$ cat config.mk
export PLATFORM = sky130hd
export DESIGN_NAME = sample_stream_gen_flat
export DESIGN_NICKNAME = d
export VERILOG_FILES = /design/src/rtl/rast_pkg.sv /design/src/rtl/sample_stream_gen_if.sv /design/src/rtl/sample_stream_gen_ss_step_dec.sv /design/src/rtl/sample_stream_gen.sv /design/src/flat_wrapper.sv
export SDC_FILE = /design/constraint.sdc
export NUM_CORES = 1
export LEC_CHECK = 0
export BUFFER_PORTS_ARGS = -buffer_cell sky130_fd_sc_hd__buf_2
export CAP_MARGIN = 20
export CORE_ASPECT_RATIO = 0.6
export CORE_UTILIZATION = 25
export CTS_BUF_LIST = sky130_fd_sc_hd__clkbuf_4 sky130_fd_sc_hd__clkbuf_8
export CTS_CLUSTER_SIZE = 40
export DETAILED_ROUTE_END_ITERATION = 10
export GPL_ROUTABILITY_DRIVEN = 0
export PLACE_DENSITY = 0.49
export SYNTH_ARGS = -nofsm -noshare
export SYNTH_HDL_FRONTEND = slang
export SYNTH_SLANG_ARGS = --single-unit
export TNS_END_PERCENT = 1
$ cat constraint.sdc
create_clock -name clk -period 8.4 [get_ports clk]
set_clock_uncertainty 0.2 [all_clocks]
set_input_delay 1.68 -clock clk [delete_from_list [all_inputs] [get_ports clk]]
set_output_delay 1.68 -clock clk [all_outputs]
set_load 0.03 [all_outputs]
$ cat src/rtl/rast_pkg.sv
// Shared defaults and FSM state type for the rasterizer sample walker.
package rast_pkg;

  localparam int SIGFIG_DEF = 24;
  localparam int RADIX_DEF  = 10;
  localparam int VERTS_DEF  = 3;
  localparam int AXIS_DEF   = 3;

  typedef enum logic {
    ST_IDLE = 1'b0,
    ST_WALK = 1'b1
  } walk_state_e;

endpackage

$ cat src/rtl/sample_stream_gen_if.sv
// Triangle/bbox input handshake and sample output stream of sample_stream_gen.
interface sample_stream_gen_if
  import rast_pkg::*;
#(
  parameter int SIGFIG = SIGFIG_DEF,
  parameter int VERTS  = VERTS_DEF,
  parameter int AXIS   = AXIS_DEF
);

  logic [VERTS-1:0][AXIS-1:0][SIGFIG-1:0] tri_in_S;
  logic [1:0][1:0][SIGFIG-1:0]            bbox_in_S;
  logic                                   in_valid_H;
  logic                                   in_ready_H;
  logic [3:0]                             subSample_U;
  logic                                   halt_H;
  logic [VERTS-1:0][AXIS-1:0][SIGFIG-1:0] tri_out_S;
  logic [1:0][SIGFIG-1:0]                 sample_S;
  logic                                   validSamp_H;
  logic                                   last_H;
  logic [31:0]                            smpl_cnt_U;

  modport master (
    output tri_in_S, bbox_in_S, in_valid_H, subSample_U, halt_H,
    input  in_ready_H, tri_out_S, sample_S, validSamp_H, last_H, smpl_cnt_U
  );

  modport slave (
    input  tri_in_S, bbox_in_S, in_valid_H, subSample_U, halt_H,
    output in_ready_H, tri_out_S, sample_S, validSamp_H, last_H, smpl_cnt_U
  );

endinterface

$ cat src/rtl/sample_stream_gen_ss_step_dec.sv
// Combinational decode of one-hot subsample select into grid step and log2 width.
// A zero or multi-hot select resolves by priority, coarsest grid first.
module ss_step_dec
  import rast_pkg::*;
#(
  parameter int SIGFIG = SIGFIG_DEF,
  parameter int RADIX  = RADIX_DEF
) (
  input  logic [3:0]        subSample_i,
  output logic [SIGFIG-1:0] step_o,
  output logic [1:0]        ss_w_lg2_o
);

  always_comb begin
    ss_w_lg2_o = 2'd0;
    if (subSample_i[3])      ss_w_lg2_o = 2'd0;
    else if (subSample_i[2]) ss_w_lg2_o = 2'd1;
    else if (subSample_i[1]) ss_w_lg2_o = 2'd2;
    else if (subSample_i[0]) ss_w_lg2_o = 2'd3;
  end

  assign step_o = {{(SIGFIG-1){1'b0}}, 1'b1} << (RADIX - int'(ss_w_lg2_o));

endmodule

$ cat src/rtl/sample_stream_gen.sv
// Walks a triangle's bbox in raster order emitting one sample per cycle; first sample 1 cycle after accept.
// halt_H freezes all outputs; a new triangle is accepted in the same cycle the previous last sample leaves.
module sample_stream_gen
  import rast_pkg::*;
#(
  parameter int SIGFIG = SIGFIG_DEF,
  parameter int RADIX  = RADIX_DEF,
  parameter int VERTS  = VERTS_DEF,
  parameter int AXIS   = AXIS_DEF
) (
  input  logic                clk,
  input  logic                rst,
  sample_stream_gen_if.slave  io
);

  walk_state_e                             state_q;
  logic                                    valid_q;
  logic                                    last_q;
  logic [31:0]                             cnt_q;
  logic signed [SIGFIG-1:0]                x_q;
  logic signed [SIGFIG-1:0]                y_q;
  logic signed [SIGFIG-1:0]                ll_x_q;
  logic signed [SIGFIG-1:0]                ur_x_q;
  logic signed [SIGFIG-1:0]                ur_y_q;
  logic        [SIGFIG-1:0]                step_q;
  logic [VERTS-1:0][AXIS-1:0][SIGFIG-1:0]  tri_q;

  logic        [SIGFIG-1:0] step_d;
  logic        [1:0]        ss_lg2_d;
  logic        [SIGFIG-1:0] mask_d;
  logic signed [SIGFIG-1:0] ll_x_d;
  logic signed [SIGFIG-1:0] ll_y_d;
  logic signed [SIGFIG-1:0] ur_x_d;
  logic signed [SIGFIG-1:0] ur_y_d;
  logic                     empty_d;
  logic                     ready_d;
  logic                     xfer_d;
  logic                     consume_d;
  logic                     wrap_d;
  logic signed [SIGFIG-1:0] nx_d;
  logic signed [SIGFIG-1:0] ny_d;

  ss_step_dec #(
    .SIGFIG (SIGFIG),
    .RADIX  (RADIX)
  ) u_step_dec (
    .subSample_i (io.subSample_U),
    .step_o      (step_d),
    .ss_w_lg2_o  (ss_lg2_d)
  );

  // Corners are snapped down onto the sample grid so the walk hits ur exactly.
  assign mask_d  = {SIGFIG{1'b1}} << (RADIX - int'(ss_lg2_d));
  assign ll_x_d  = io.bbox_in_S[0][0] & mask_d;
  assign ll_y_d  = io.bbox_in_S[0][1] & mask_d;
  assign ur_x_d  = io.bbox_in_S[1][0] & mask_d;
  assign ur_y_d  = io.bbox_in_S[1][1] & mask_d;
  assign empty_d = (ur_x_d < ll_x_d) || (ur_y_d < ll_y_d);

  assign consume_d = valid_q && !io.halt_H;
  assign ready_d   = rst && ((state_q == ST_IDLE) ||
                             (state_q == ST_WALK && last_q && !io.halt_H));
  assign xfer_d    = io.in_valid_H && ready_d;

  assign wrap_d = (x_q == ur_x_q);
  assign nx_d   = wrap_d ? ll_x_q : x_q + step_q;
  assign ny_d   = wrap_d ? y_q + step_q : y_q;

  always_ff @(posedge clk) begin
    if (!rst) begin
      state_q <= ST_IDLE;
      valid_q <= 1'b0;
      last_q  <= 1'b0;
      cnt_q   <= '0;
      x_q     <= '0;
      y_q     <= '0;
      ll_x_q  <= '0;
      ur_x_q  <= '0;
      ur_y_q  <= '0;
      step_q  <= '0;
      tri_q   <= '0;
    end else if (xfer_d) begin
      step_q <= step_d;
      ll_x_q <= ll_x_d;
      ur_x_q <= ur_x_d;
      ur_y_q <= ur_y_d;
      if (empty_d) begin
        // Degenerate bbox: swallow the triangle, leave the sample outputs as they were.
        state_q <= ST_IDLE;
        valid_q <= 1'b0;
        last_q  <= 1'b0;
      end else begin
        state_q <= ST_WALK;
        valid_q <= 1'b1;
        x_q     <= ll_x_d;
        y_q     <= ll_y_d;
        tri_q   <= io.tri_in_S;
        last_q  <= (ll_x_d == ur_x_d) && (ll_y_d == ur_y_d);
        cnt_q   <= 32'd1;
      end
    end else if (consume_d) begin
      if (last_q) begin
        state_q <= ST_IDLE;
        valid_q <= 1'b0;
        last_q  <= 1'b0;
      end else begin
        x_q    <= nx_d;
        y_q    <= ny_d;
        last_q <= (nx_d == ur_x_q) && (ny_d == ur_y_q);
        cnt_q  <= cnt_q + 32'd1;
      end
    end
  end

  assign io.in_ready_H  = ready_d;
  assign io.validSamp_H = valid_q;
  assign io.last_H      = last_q;
  assign io.smpl_cnt_U  = cnt_q;
  assign io.sample_S    = {y_q, x_q};
  assign io.tri_out_S   = tri_q;

endmodule

$ cat src/flat_wrapper.sv
// flat-port wrapper written by rule: the top's interface ports become plain ports
module sample_stream_gen_flat import rast_pkg::*;
#(
  parameter int SIGFIG = SIGFIG_DEF,
  parameter int RADIX  = RADIX_DEF,
  parameter int VERTS  = VERTS_DEF,
  parameter int AXIS   = AXIS_DEF
)
  (clk, rst, io_tri_in_S, io_bbox_in_S, io_in_valid_H, io_subSample_U, io_halt_H, io_in_ready_H, io_tri_out_S, io_sample_S, io_validSamp_H, io_last_H, io_smpl_cnt_U);
  sample_stream_gen_if #(.SIGFIG(SIGFIG), .VERTS(VERTS), .AXIS(AXIS)) io_i ();
  input  logic clk;
  input  logic rst;
  input wire logic [$bits(io_i.tri_in_S)-1:0] io_tri_in_S;
  input wire logic [$bits(io_i.bbox_in_S)-1:0] io_bbox_in_S;
  input wire logic [$bits(io_i.in_valid_H)-1:0] io_in_valid_H;
  input wire logic [$bits(io_i.subSample_U)-1:0] io_subSample_U;
  input wire logic [$bits(io_i.halt_H)-1:0] io_halt_H;
  output wire logic [$bits(io_i.in_ready_H)-1:0] io_in_ready_H;
  output wire logic [$bits(io_i.tri_out_S)-1:0] io_tri_out_S;
  output wire logic [$bits(io_i.sample_S)-1:0] io_sample_S;
  output wire logic [$bits(io_i.validSamp_H)-1:0] io_validSamp_H;
  output wire logic [$bits(io_i.last_H)-1:0] io_last_H;
  output wire logic [$bits(io_i.smpl_cnt_U)-1:0] io_smpl_cnt_U;
  assign io_i.tri_in_S = io_tri_in_S;
  assign io_i.bbox_in_S = io_bbox_in_S;
  assign io_i.in_valid_H = io_in_valid_H;
  assign io_i.subSample_U = io_subSample_U;
  assign io_i.halt_H = io_halt_H;
  assign io_in_ready_H = io_i.in_ready_H;
  assign io_tri_out_S = io_i.tri_out_S;
  assign io_sample_S = io_i.sample_S;
  assign io_validSamp_H = io_i.validSamp_H;
  assign io_last_H = io_i.last_H;
  assign io_smpl_cnt_U = io_i.smpl_cnt_U;
  sample_stream_gen #(.SIGFIG(SIGFIG), .RADIX(RADIX), .VERTS(VERTS), .AXIS(AXIS)) u_core (.clk(clk), .rst(rst), .io(io_i));
endmodule
=== Yosys cells after proc, flatten, opt, wreduce, memory -nomap -nowiden ===
Index checks and enable logic that the tools add are counted.

* Flip-flop bits (word level): 394
* Input bits: 320
* Output and inout port bits: 299
* Logic and storage cells: 80

* Add/sub/neg operators: 4
* Order comparisons: 2
* Equality and inequality tests: 7
* Shift operators: 2
* Muxes and demuxes: 26
* Bitwise operators: 6
* Reduce and logical (&&, ||, !) cells: 15

{| class="wikitable"
|+ Operator list
! operator !! count
|-
| 2-to-1 mux 24 bit || 10
|-
| 2-to-1 mux 32 bit || 4
|-
| equality test 24 bit || 5
|-
| bitwise AND 24 bit || 4
|-
| adder 24 bit || 2
|-
| < comparator 24 bit || 2
|-
| adder 32 x 1 -> 32 bit (second input constant) || 1
|-
| left shift 1 x 32 -> 24 bit (first input constant) || 1
|-
| left shift 24 x 32 -> 24 bit (first input constant) || 1
|-
| 2-to-1 mux 1 bit || 8
|-
| 2-to-1 mux 2 bit || 4
|-
| logical AND 1 bit || 7
|-
| subtractor 4 x 2 -> 5 bit (first input constant) || 1
|-
| inequality test 2 bit (second input constant) || 2
|-
| AND reduction 2 bit || 2
|-
| nonzero test 2 bit || 2
|-
| AND reduction 3 bit || 1
|-
| logical OR 1 bit || 2
|-
| inverter 1 bit || 2
|-
| zero test 1 bit || 1
|}

=== Logic depth before layout (Yosys ltp) ===
Gate-level depths: netlist of run 1.

* Depth in word-level cells: 11
* Mapped depth: 20
* Mapped depth without buffers: 16

=== Hierarchy ===
From an unflattened synthesis of run 1, not the netlist that was laid out.

* Cells, all modules: 2448
* Area, all modules: 21384.3 µm²

{| class="wikitable"
|+ Modules (own cells, without submodules)
! module !! instances !! cells each !! area each (µm²) !! seq. area each (µm²)
|-
| sample_stream_gen || 1 || 2418 || 21175.3 || 7827.5
|-
| ss_step_dec || 1 || 30 || 209.0 || 0.0
|}

=== Least setup slack after synthesis of run 1 ===
OpenSTA, ideal clock, no wires.

* Kind: in2reg
* Start point: input port io_subSample_U[3]
* End point: register u_core.cnt_q[3], in the netlist u_core.io.smpl_cnt_U[3]
* Arrival time: 5.591 ns
* Required time: 8.113 ns
* Setup slack: 2.522 ns
* Stages on the path: 19
* Path buffers: 4
* Cells stage by stage: nor3_1 inv_1 ha_1 and2_1 clkbuf_1 nand2_1 ha_1 a21o_1 a21o_1 a21oi_1 o21ai_0 a221oi_1 xnor2_1 a211o_1 clkbuf_1 clkbuf_1 clkbuf_1 o2111ai_1 o31ai_1

* Cells in the longest elaborated chain, start to end: 8
* Elaborated cells on any way between the ends: 12
* Those cells by class: add/sub (1); order compare (2); eq/ne (1); shift (1); mux (1); bitwise (4); reduce/logical (2)

{| class="wikitable"
|+ RTL lines
! what !! line !! text
|-
| start, declared || flat_wrapper.sv:16 || <nowiki>input wire logic [$bits(io_i.subSample_U)-1:0] io_subSample_U;</nowiki>
|-
| 2-to-1 mux 2 bit (*) || sample_stream_gen_ss_step_dec.sv:16 || <nowiki>if (subSample_i[3]) ss_w_lg2_o = 2'd0;</nowiki>
|-
| subtractor 4 x 2 -> 5 bit (*) || sample_stream_gen.sv:53 || <nowiki>assign mask_d = {SIGFIG{1'b1}} << (RADIX - int'(ss_lg2_d));</nowiki>
|-
| left shift 24 x 32 -> 24 bit (*) || sample_stream_gen.sv:53 ||
|-
| bitwise AND 24 bit (on tied branches) || - ||
|-
| < comparator 24 bit || sample_stream_gen.sv:58 || <nowiki>assign empty_d = (ur_x_d < ll_x_d) || (ur_y_d < ll_y_d);</nowiki>
|-
| logical OR 1 bit (*) || sample_stream_gen.sv:58 ||
|-
| inequality test 2 bit (no source line) (*) || - ||
|-
| AND reduction 3 bit (no source line) (*) || - ||
|-
| end signal, assigned || sample_stream_gen.sv:110 || <nowiki>cnt_q <= cnt_q + 32'd1;</nowiki>
|-
| end, declared || sample_stream_gen.sv:19 || <nowiki>logic [31:0] cnt_q;</nowiki>
|}

Every way passes the cells marked *; elsewhere a longest branch is shown, timed or not.
A chain may end at the register's enable or synchronous reset.

=== Worst setup path in the final report of run 1 ===
* Start point: input port io_subSample_U[3]
* End point: register u_core.x_q[19]

* Cells in the longest elaborated chain, start to end: 8
* Elaborated cells on any way between the ends: 14
* Those cells by class: add/sub (1); order compare (2); eq/ne (1); shift (1); mux (3); bitwise (4); reduce/logical (2)

{| class="wikitable"
|+ RTL lines
! what !! line !! text
|-
| 2-to-1 mux 2 bit (*) || sample_stream_gen_ss_step_dec.sv:16 ||
|-
| subtractor 4 x 2 -> 5 bit (*) || sample_stream_gen.sv:53 ||
|-
| left shift 24 x 32 -> 24 bit (*) || sample_stream_gen.sv:53 ||
|-
| bitwise AND 24 bit (on tied branches) || - ||
|-
| < comparator 24 bit || sample_stream_gen.sv:58 ||
|-
| logical OR 1 bit || sample_stream_gen.sv:58 ||
|-
| inequality test 2 bit (no source line) || - ||
|-
| AND reduction 3 bit (no source line) || - ||
|-
| end signal, assigned || sample_stream_gen.sv:95 || <nowiki>x_q <= ll_x_d;</nowiki>
|-
| end signal, assigned || sample_stream_gen.sv:107 || <nowiki>x_q <= nx_d;</nowiki>
|-
| end, declared || sample_stream_gen.sv:20 || <nowiki>logic signed [SIGFIG-1:0] x_q;</nowiki>
|}

Every way passes the cells marked *; elsewhere a longest branch is shown, timed or not. The select of a mux whose other input is x is not followed.

==> results.yml, run 1 <==
outcome:
  run_status: "finished clean"
place:
  dp_hpwl_um: 63000
  portBuffers: 610
  dp.cells: 3938
  place_ws_ps: 986
  place_area_um2: 23300
power:
  p_per_area_nw_per_um2: 193
  leakage_nw: 10.9
  peakVddDrop_uv: 113
job:
  drv_cap: 0
critical_path:
  worstPathMaxFanout: 36
  endpoint_kind: "flop"
  path_class: "in -> reg"
  crit_start: "io_subSample_U[3]"
  critPathMaxStageDelay_ps: 710
  critical_path_arrival_ps: 7280
  path_cells: "buf_2, nor3_1, buf_4, ha_1, inv_1, nor2_1, nand2_1, ha_1, o21ai_0, a21oi_1, o31ai_1, a21oi_1, o31ai_1, a211o_4, nand2_1, buf_4, a311oi_1"
  required_ps: 8780
  timing.rr.start: "u_core.x_q[0]"
  slowest_stage: "nand2_1"
  cp-start-kind: "input port"
synthesis:
  synth_top_area_cell: "dfxtp_1"
  ys_async_sr_fraction_pct: 0
  ys_ff_latch: 380
  ys_seq_area_share_pct: 39.3
  post_synth_xor_area_fraction_pct: 5.98
  syn_area_per_cell_um2: 7.81
  netlist_area_um2: 19400
  synth_compound_area_share_pct: 21.8
  netlist_instances: 2480
  yosysTopAreaCellShare_pct: 39.3
  synth_simple_gate_area_share_pct: 21.7
  synth-adder-area-share_pct: 5.70
  synth.distinct_cells: 76
  yosysWarnings: 0
  synth_edf_count: 0
  synth_common_cells: "nand2_1, dfxtp_1, a21oi_1"
  synthFlopType: "dfxtp_1"
  synth_mux_area_share_pct: 0.672
  synth.area.top_cells: "dfxtp_1, nand2_1, a21oi_1, ha_1, clkbuf_1"
  synth_top_family_by_area: "compound AO/OA/AOI/OAI gates"
  yosys.cell_count.top_type: "nand2_1"
global_route:
  grt_usage_pct: 20.8
  grt_pass1_vias: 18400
  grt_first_pass_wirelength_um: 123000
  gr-total-overflow: 0
  grt_max_degree: 176
  antenna_found_initial: 13
cells_and_area:
  fillerInstances: 8316
  area_growth_pct: 28.2
  drive_gt1_share_pct: 26.0
  nNetsFinal: 3414
  postLayoutCellArea_um2: 24800
  final_core_utilization_pct: 32.6
  final_cells: 4064
clock_network:
  cts_setup_buffers: 0
  path_clk_slew_ps: 60
  cts.sinks: 380
  hold_buffers: 0
  htreeDepth: 3
  cts_buffers: 67
  clock_latency_ps: 720
  cts_buffer_depth: 3
  cts_root_buf: "clkbuf_8"
  cts_tree: "done"
  cts_resized: 0
timing:
  fin_crit_sh_pct: 82.2
  min_period_ps: 6900
  setup_violations: 0
  slew_violations: 0
  tightestPinTransition_ps: 1180
  relSlewSlack_pct: 21.2
  rsz0062_at_grt: "false"
  setup_ws_ps: 1500
  tns_ps: 0
  fmax_mhz: 145
  hold_violations: 0
detailed_routing:
  drc: 0
  wire_per_inst_um: 20.9
  first_pass_iters: 5
  drt_iter0_markers: 1922
  viasPerCell: 4.95
  ant_nets: 0
  vias: 20100
  wirelength_um: 85100
die:
  die_y_um: 218
  die_w_um: 361
  die-area_um2: 78700
  start_util_pct: 25.5
  core_um2: 76100
  fp-row-count: 78
  pin_count: 619
hold_path:
  min_from: "u_core.io.tri_out_S[36]"
  hold_class: "reg -> reg"
==> final cells by class <==
cell class / count / area, um2 / share of cell area (%)
Antenna cell: 6 / 15.0 / 0.0604
Clock buffer: 102 / 1290 / 5.20
Clock inverter: 18 / 200 / 0.806
Inverter: 56 / 218 / 0.876
Multi-Input combinational cell: 1865 / 10900 / 43.9
Sequential cell: 380 / 7610 / 30.6
Tap cell: 1000 / 1250 / 5.04
Timing Repair Buffer: 637 / 3360 / 13.5
==> flip-flops by register name, indices dropped and copies added, names as in the netlist <==
signal	cells
u_core.ur_x_q	23
u_core.io.smpl_cnt_U	32
u_core.io.tri_out_S	216
u_core.state_q	1
u_core.io.last_H	1
u_core.y_q	24
u_core.x_q	24
u_core.step_q	13
u_core.ur_y_q	23
u_core.ll_x_q	23
==> cells in the final DEF (no fill, tap or decap), types with 9 or more instances in the layout <==
cell type / count
nand2_1: 613
buf_2: 610
dfxtp_1: 380
a21oi_1: 344
ha_1: 85
clkbuf_8: 84
o21ai_0: 79
nand3_1: 69
nor2_1: 64
xnor2_1: 59
inv_1: 55
xor2_1: 55
nor3_1: 42
and3_1: 34
or3_1: 30
o31ai_1: 29
o2111ai_1: 29
nand4_1: 28
a21o_1: 25
a211oi_1: 22
o211ai_1: 21
buf_4: 19
a22oi_1: 18
clkbuf_4: 18
and2_1: 17
nor4_1: 16
mux2i_1: 13
nor2b_1: 12
a2111oi_0: 11
a31oi_1: 11
o221a_2: 11
o22ai_1: 9
==> metrics by stage <==
stage | power, mW | hold slack (ps)
floorplan | 2.51 | 236
global placement | 2.86 | 239
detailed placement | 2.86 | 243
CTS | 4.84 | 252
global route | 5.02 | 264
finish | 4.79 | 249
==> critical path, delay by kind of cell <==
family	cells	cell delay [ps]
compound gates	7	2430
fa+ha+maj	2	900
buf+inv	4	890
simple gates	4	1370
==> cell families (layout without fill, tap and decap cells) <==
logic type	Yosys count	count (layout)
buf+inv	237	813
other cells	2	10
simple gates	960	960
mux	13	13
fa+ha+maj	87	87
xor+xnor	121	121
flops	380	380
compound gates	680	680
==> where the power goes <==
| part | internal [mW] | switching, mW | leakage, nW |
|---|---|---|---|
| clock network | 1.06 | 0.892 | 0.781 |
| registers | 1.88 | 0.0736 | 3.08 |
| logic | 0.291 | 0.591 | 7.00 |
==> per-layer routing <==
| layer | GRT usage [%] | vias up | wire length (um) |
|---|---|---|---|
| li1 | - | 9767 | - |
| met1 | 31.0 | 9392 | 41200 |
| met2 | 27.5 | 836 | 33400 |
| met3 | 7.96 | 115 | 8900 |
| met4 | 4.21 | 14 | 1490 |
| met5 | 0 | - | 91 |
==> worst paths after layout <==
path | depth (start not counted) | slack, ps | to
worst max-delay path | 17 | 1500 | u_core.x_q[19]
worst min-delay path | 2 | 250 | u_core.io.tri_out_S[36]
worst max register to register | 11 | 3940 | u_core.io.last_H
worst min register to register | 2 | 250 | u_core.io.tri_out_S[36]
(Power assumes the default switching activity.)
==> run 2, diff against run 1 <==
PLACE_DENSITY = 0.51   (was 0.49)
clock period = 6.2 ns   (was 8.4 ns; I/O delays follow)
==> results.yml, run 2 (synthesis results as in run 1) <==
power:
  leakage_nw: 10.9
  clockPowerShare_pct: 40.0
  p_sw_mw: 2.08
  p_int_mw: 4.34
  p_comb_share_pct: 18.8
  totalPowerFinal_mw: 6.42
  p_seq_share_pct: 41.2
  peakVddDrop_uv: 146
  swShare_pct: 32.4
  p_per_area_nw_per_um2: 258
global_route:
  antenna_found_initial: 10
  grt_usage_pct: 20.5
  grt_max_degree: 192
  gr-total-overflow: 0
  grt_pass1_vias: 18600
  grt_first_pass_wirelength_um: 122000
timing:
  min_period_ps: 5590
  hold_violations: 0
  tns_ps: 0
  slew_violations: 0
  holdWs_ps: 248
  fin_crit_sh_pct: 90.2
  tightestPinTransition_ps: 1010
  setup_violations: 0
  fmax_mhz: 179
  relSlewSlack_pct: 31.7
  rsz0062_at_grt: "false"
critical_path:
  path_cells: "buf_2, nor3_1, buf_4, ha_1, buf_4, inv_1, nor2_1, and2_1, ha_1, o21ai_0, a21oi_1, o31ai_1, a21oi_1, o31ai_1, a211o_4, buf_12, nand2_1, a21oi_1"
  critical_path_arrival_ps: 5970
  required_ps: 6580
  cp_top_family: "compound AO/OA/AOI/OAI gates"
  slowest_stage: "o31ai_1"
  endpoint_kind: "flop"
  cpMostUsedCell: "a21oi_1"
  path_buf_inv: 5
  critPathMaxStageDelay_ps: 670
  cp-start-kind: "input port"
  path_class: "in -> reg"
  worstPathMaxFanout: 186
die:
  start_util_pct: 25.5
  die-area_um2: 78700
  pin_count: 619
  die_y_um: 218
  fp-row-count: 78
  core_um2: 76100
  die_w_um: 361
job:
  drv_cap: 0
clock_network:
  cts_resized: 0
  cts_tree: "done"
  htreeDepth: 3
  path_clk_slew_ps: 60
  clock_latency_ps: 680
  hold_buffers: 0
  cts_root_buf: "clkbuf_8"
  cts_buffers: 66
  cts_buffer_depth: 3
  cts_setup_buffers: 0
  cts.sinks: 380
cells_and_area:
  final_core_utilization_pct: 32.7
  final_cells: 4071
  layout_common_cells: "nand2_1, buf_2, dfxtp_1, a21oi_1, ha_1"
  nNetsFinal: 3431
  drive_gt1_share_pct: 26.2
  area_growth_pct: 28.6
  largest_reg_flops: 216
  fillerInstances: 8318
  mostFrequentLayoutCell: "nand2_1"
detailed_routing:
  ant_nets: 0
  viasPerCell: 4.97
  vias: 20300
  first_pass_iters: 5
  drc: 0
  wirelength_um: 84100
  wire_per_inst_um: 20.7
  drt_iter0_markers: 1814
place:
  dp_hpwl_um: 62600
  portBuffers: 610
  dp.cells: 3954
outcome:
  run_status: "finished clean"
hold_path:
  hold_class: "reg -> reg"
==> run 2: cell types whose count changed in the layout (fill, tap and decap cells not counted), sizes merged <==
cell,before,now
buf,637,655
inv,62,58
bufinv,2,4
clkbuf,102,93
clkinv,7,9
diode,6,4
==> run 2: through the flow <==
stage	area (um2)	setup slack, ps
finish	24900	607
global route	24900	379
CTS	24900	724
global placement	23500	95.7
detailed placement	23500	36.5
floorplan	19400	762
==> run 2: worst paths after layout <==
kind | slack, ps | endpoint | startpoint | depth (start not counted)
max | 610 | u_core.io.tri_out_S[87] | io_subSample_U[3] | 18
min | 250 | u_core.io.tri_out_S[45] | u_core.io.tri_out_S[45] | 2
max reg2reg | 1650 | u_core.io.last_H | u_core.step_q[0] | 11
min reg2reg | 250 | u_core.io.tri_out_S[45] | u_core.io.tri_out_S[45] | 2
==> run 2: area by class of cell <==
cell class	count	area [um2]	area share [%]
diodes	4	10.0	0.0402
clock buffers	93	1170	4.69
clock inverters	18	234	0.939
inverters	56	218	0.874
multi-input cells	1865	10900	43.7
flip-flops and latches	380	7610	30.5
well taps	1000	1250	5.02
repair buffers	655	3540	14.2
==> run 2: worst min-delay path, cell delays in order, from the launching register on <==
cell	delay (ps)
dfxtp_1	300
nand2_1	50
a21oi_1	50
==> run 2: routing by layer <==
metal | up-vias | track usage (%) | routed length (um)
li1 | 9790 | - | -
met1 | 9536 | 30.8 | 40900
met2 | 810 | 27.5 | 33100
met3 | 109 | 6.82 | 8630
met4 | 8 | 4.36 | 1400
met5 | - | 0 | 47
==> run 2: power by group through the flow <==
stage,logic [mW],registers (mW),clock network (mW)
floorplan,0.567,2.83,0
global route,1.30,2.66,2.75
global placement,1.19,2.70,0
detailed placement,1.19,2.70,0
finish,1.21,2.65,2.57
CTS,1.19,2.64,2.64
==> run 3, diff against run 2 <==
PLACE_DENSITY = default   (was 0.51)
PLACE_DENSITY_LB_ADDON = 0.12   (was default)
==> results.yml, run 3 (synthesis results as in run 1) <==
detailed_routing:
  vias: 20700
  wirelength_um: 90500
  wire_per_inst_um: 22.2
  viasPerCell: 5.06
  first_pass_iters: 5
  drc: 0
  ant_nets: 0
  drt_iter0_markers: 2127
global_route:
  antenna_found_initial: 13
  grt_pass1_vias: 19100
  met3_usage_pct: 6.97
  gr-total-overflow: 0
  grtUsageMet1_pct: 33.0
  use_met2_pct: 29.6
  grt_usage_pct: 21.9
  grt_first_pass_wirelength_um: 129000
  grt_max_degree: 169
  grt_busiest_layer: "met1"
die:
  fp-row-count: 78
  die-area_um2: 78700
  core_um2: 76100
  pin_count: 619
  die_y_um: 218
  start_util_pct: 25.5
  die_w_um: 361
critical_path:
  critPathMaxStageDelay_ps: 470
  worstPathMaxFanout: 43
  cp-start-kind: "input port"
  critical_path_arrival_ps: 5750
  path_buf_inv: 3
  path_cells: "buf_2, nor3_1, inv_1, ha_1, and2_1, nand2_1, ha_1, a21o_1, a21o_1, a21oi_1, o21ai_0, a221oi_1, xnor2_1, a211o_4, buf_4, a21oi_1, o221a_2"
  endpoint_kind: "flop"
  slowest_stage: "xnor2_1"
  cp_top_family: "compound AO/OA/AOI/OAI gates"
  path_class: "in -> reg"
  required_ps: 6610
power:
  peakVddDrop_uv: 139
  leakage_nw: 11.0
  totalPowerFinal_mw: 6.44
  p_per_area_nw_per_um2: 257
clock_network:
  cts_tree: "done"
  htreeDepth: 3
  cts_resized: 0
  cts_setup_buffers: 0
  cts_root_buf: "clkbuf_8"
  hold_buffers: 0
  path_clk_slew_ps: 70
  cts.sinks: 380
  clock_latency_ps: 720
  cts_buffer_depth: 3
  cts_buffers: 69
timing:
  hold_violations: 0
  tightestPinTransition_ps: 1290
  min_period_ps: 5350
  slew_violations: 0
  rsz0062_at_grt: "false"
  relSlewSlack_pct: 13.0
  holdWs_ps: 250
  tns_ps: 0
  setup_violations: 0
  fin_crit_sh_pct: 86.2
  fmax_mhz: 187
cells_and_area:
  area_growth_pct: 29.2
  mostFrequentLayoutCell: "nand2_1"
  largest_reg_flops: 216
  final_core_utilization_pct: 32.9
  layout_common_cells: "nand2_1, buf_2, dfxtp_1, a21oi_1, ha_1"
  drive_gt1_share_pct: 26.4
  nNetsFinal: 3443
  final_cells: 4084
job:
  drv_cap: 0
place:
  portBuffers: 610
  dp_hpwl_um: 67900
  dp.cells: 3964
hold_path:
  hold_class: "reg -> reg"
outcome:
  run_status: "finished clean"
-- run 3: final timing paths --
kind / endpoint / start / cells after the start / slack (ps)
min reg2reg: u_core.io.tri_out_S[152] / u_core.io.tri_out_S[152] / 2 / 250
max reg2reg: u_core.io.last_H / u_core.step_q[0] / 12 / 1240
min: u_core.io.tri_out_S[152] / u_core.io.tri_out_S[152] / 2 / 250
max: u_core.y_q[18] / io_subSample_U[3] / 17 / 850
-- run 3: power by group --
part	leakage [nW]	switching, mW	internal (mW)	total [mW]
registers	3.08	0.103	2.55	2.65
clock network	0.732	1.21	1.34	2.55
logic	7.15	0.819	0.417	1.24
total	11.0	2.13	4.31	6.44
-- run 3: stage by stage --
stage,instance area (um2),setup slack (ps)
detailed placement,23600,97.3
floorplan,19400,762
global route,25000,531
CTS,25000,877
global placement,23600,179
finish,25000,855
-- run 3: layout make-up --
type	instances	area, um2
multi-input combinational	1865	10900
antenna	7	17.5
fill	8273	51100
timing repair buffer	664	3660
inverter	56	218
clock inverter	10	100
clock buffer	102	1290
tap	1000	1250
sequential	380	7610
-- run 3: metal layers --
layer	wire length (um)	share of wire, %
met1	43900	49
met2	36400	40
met3	8640	9.6
met4	1490	1.6
met5	41	0.045
-- run 3: worst reg2reg max path, stage by stage (launching register included) --
cell	delay, ps
dfxtp_1	380
ha_1	250
fa_1	420
a211oi_1	410
o21ai_0	400
a2111oi_4	670
nor2_1	230
o211ai_1	220
a32oi_1	90
nor4_1	990
o2111ai_1	240
o21ai_1	210
buf_4	180
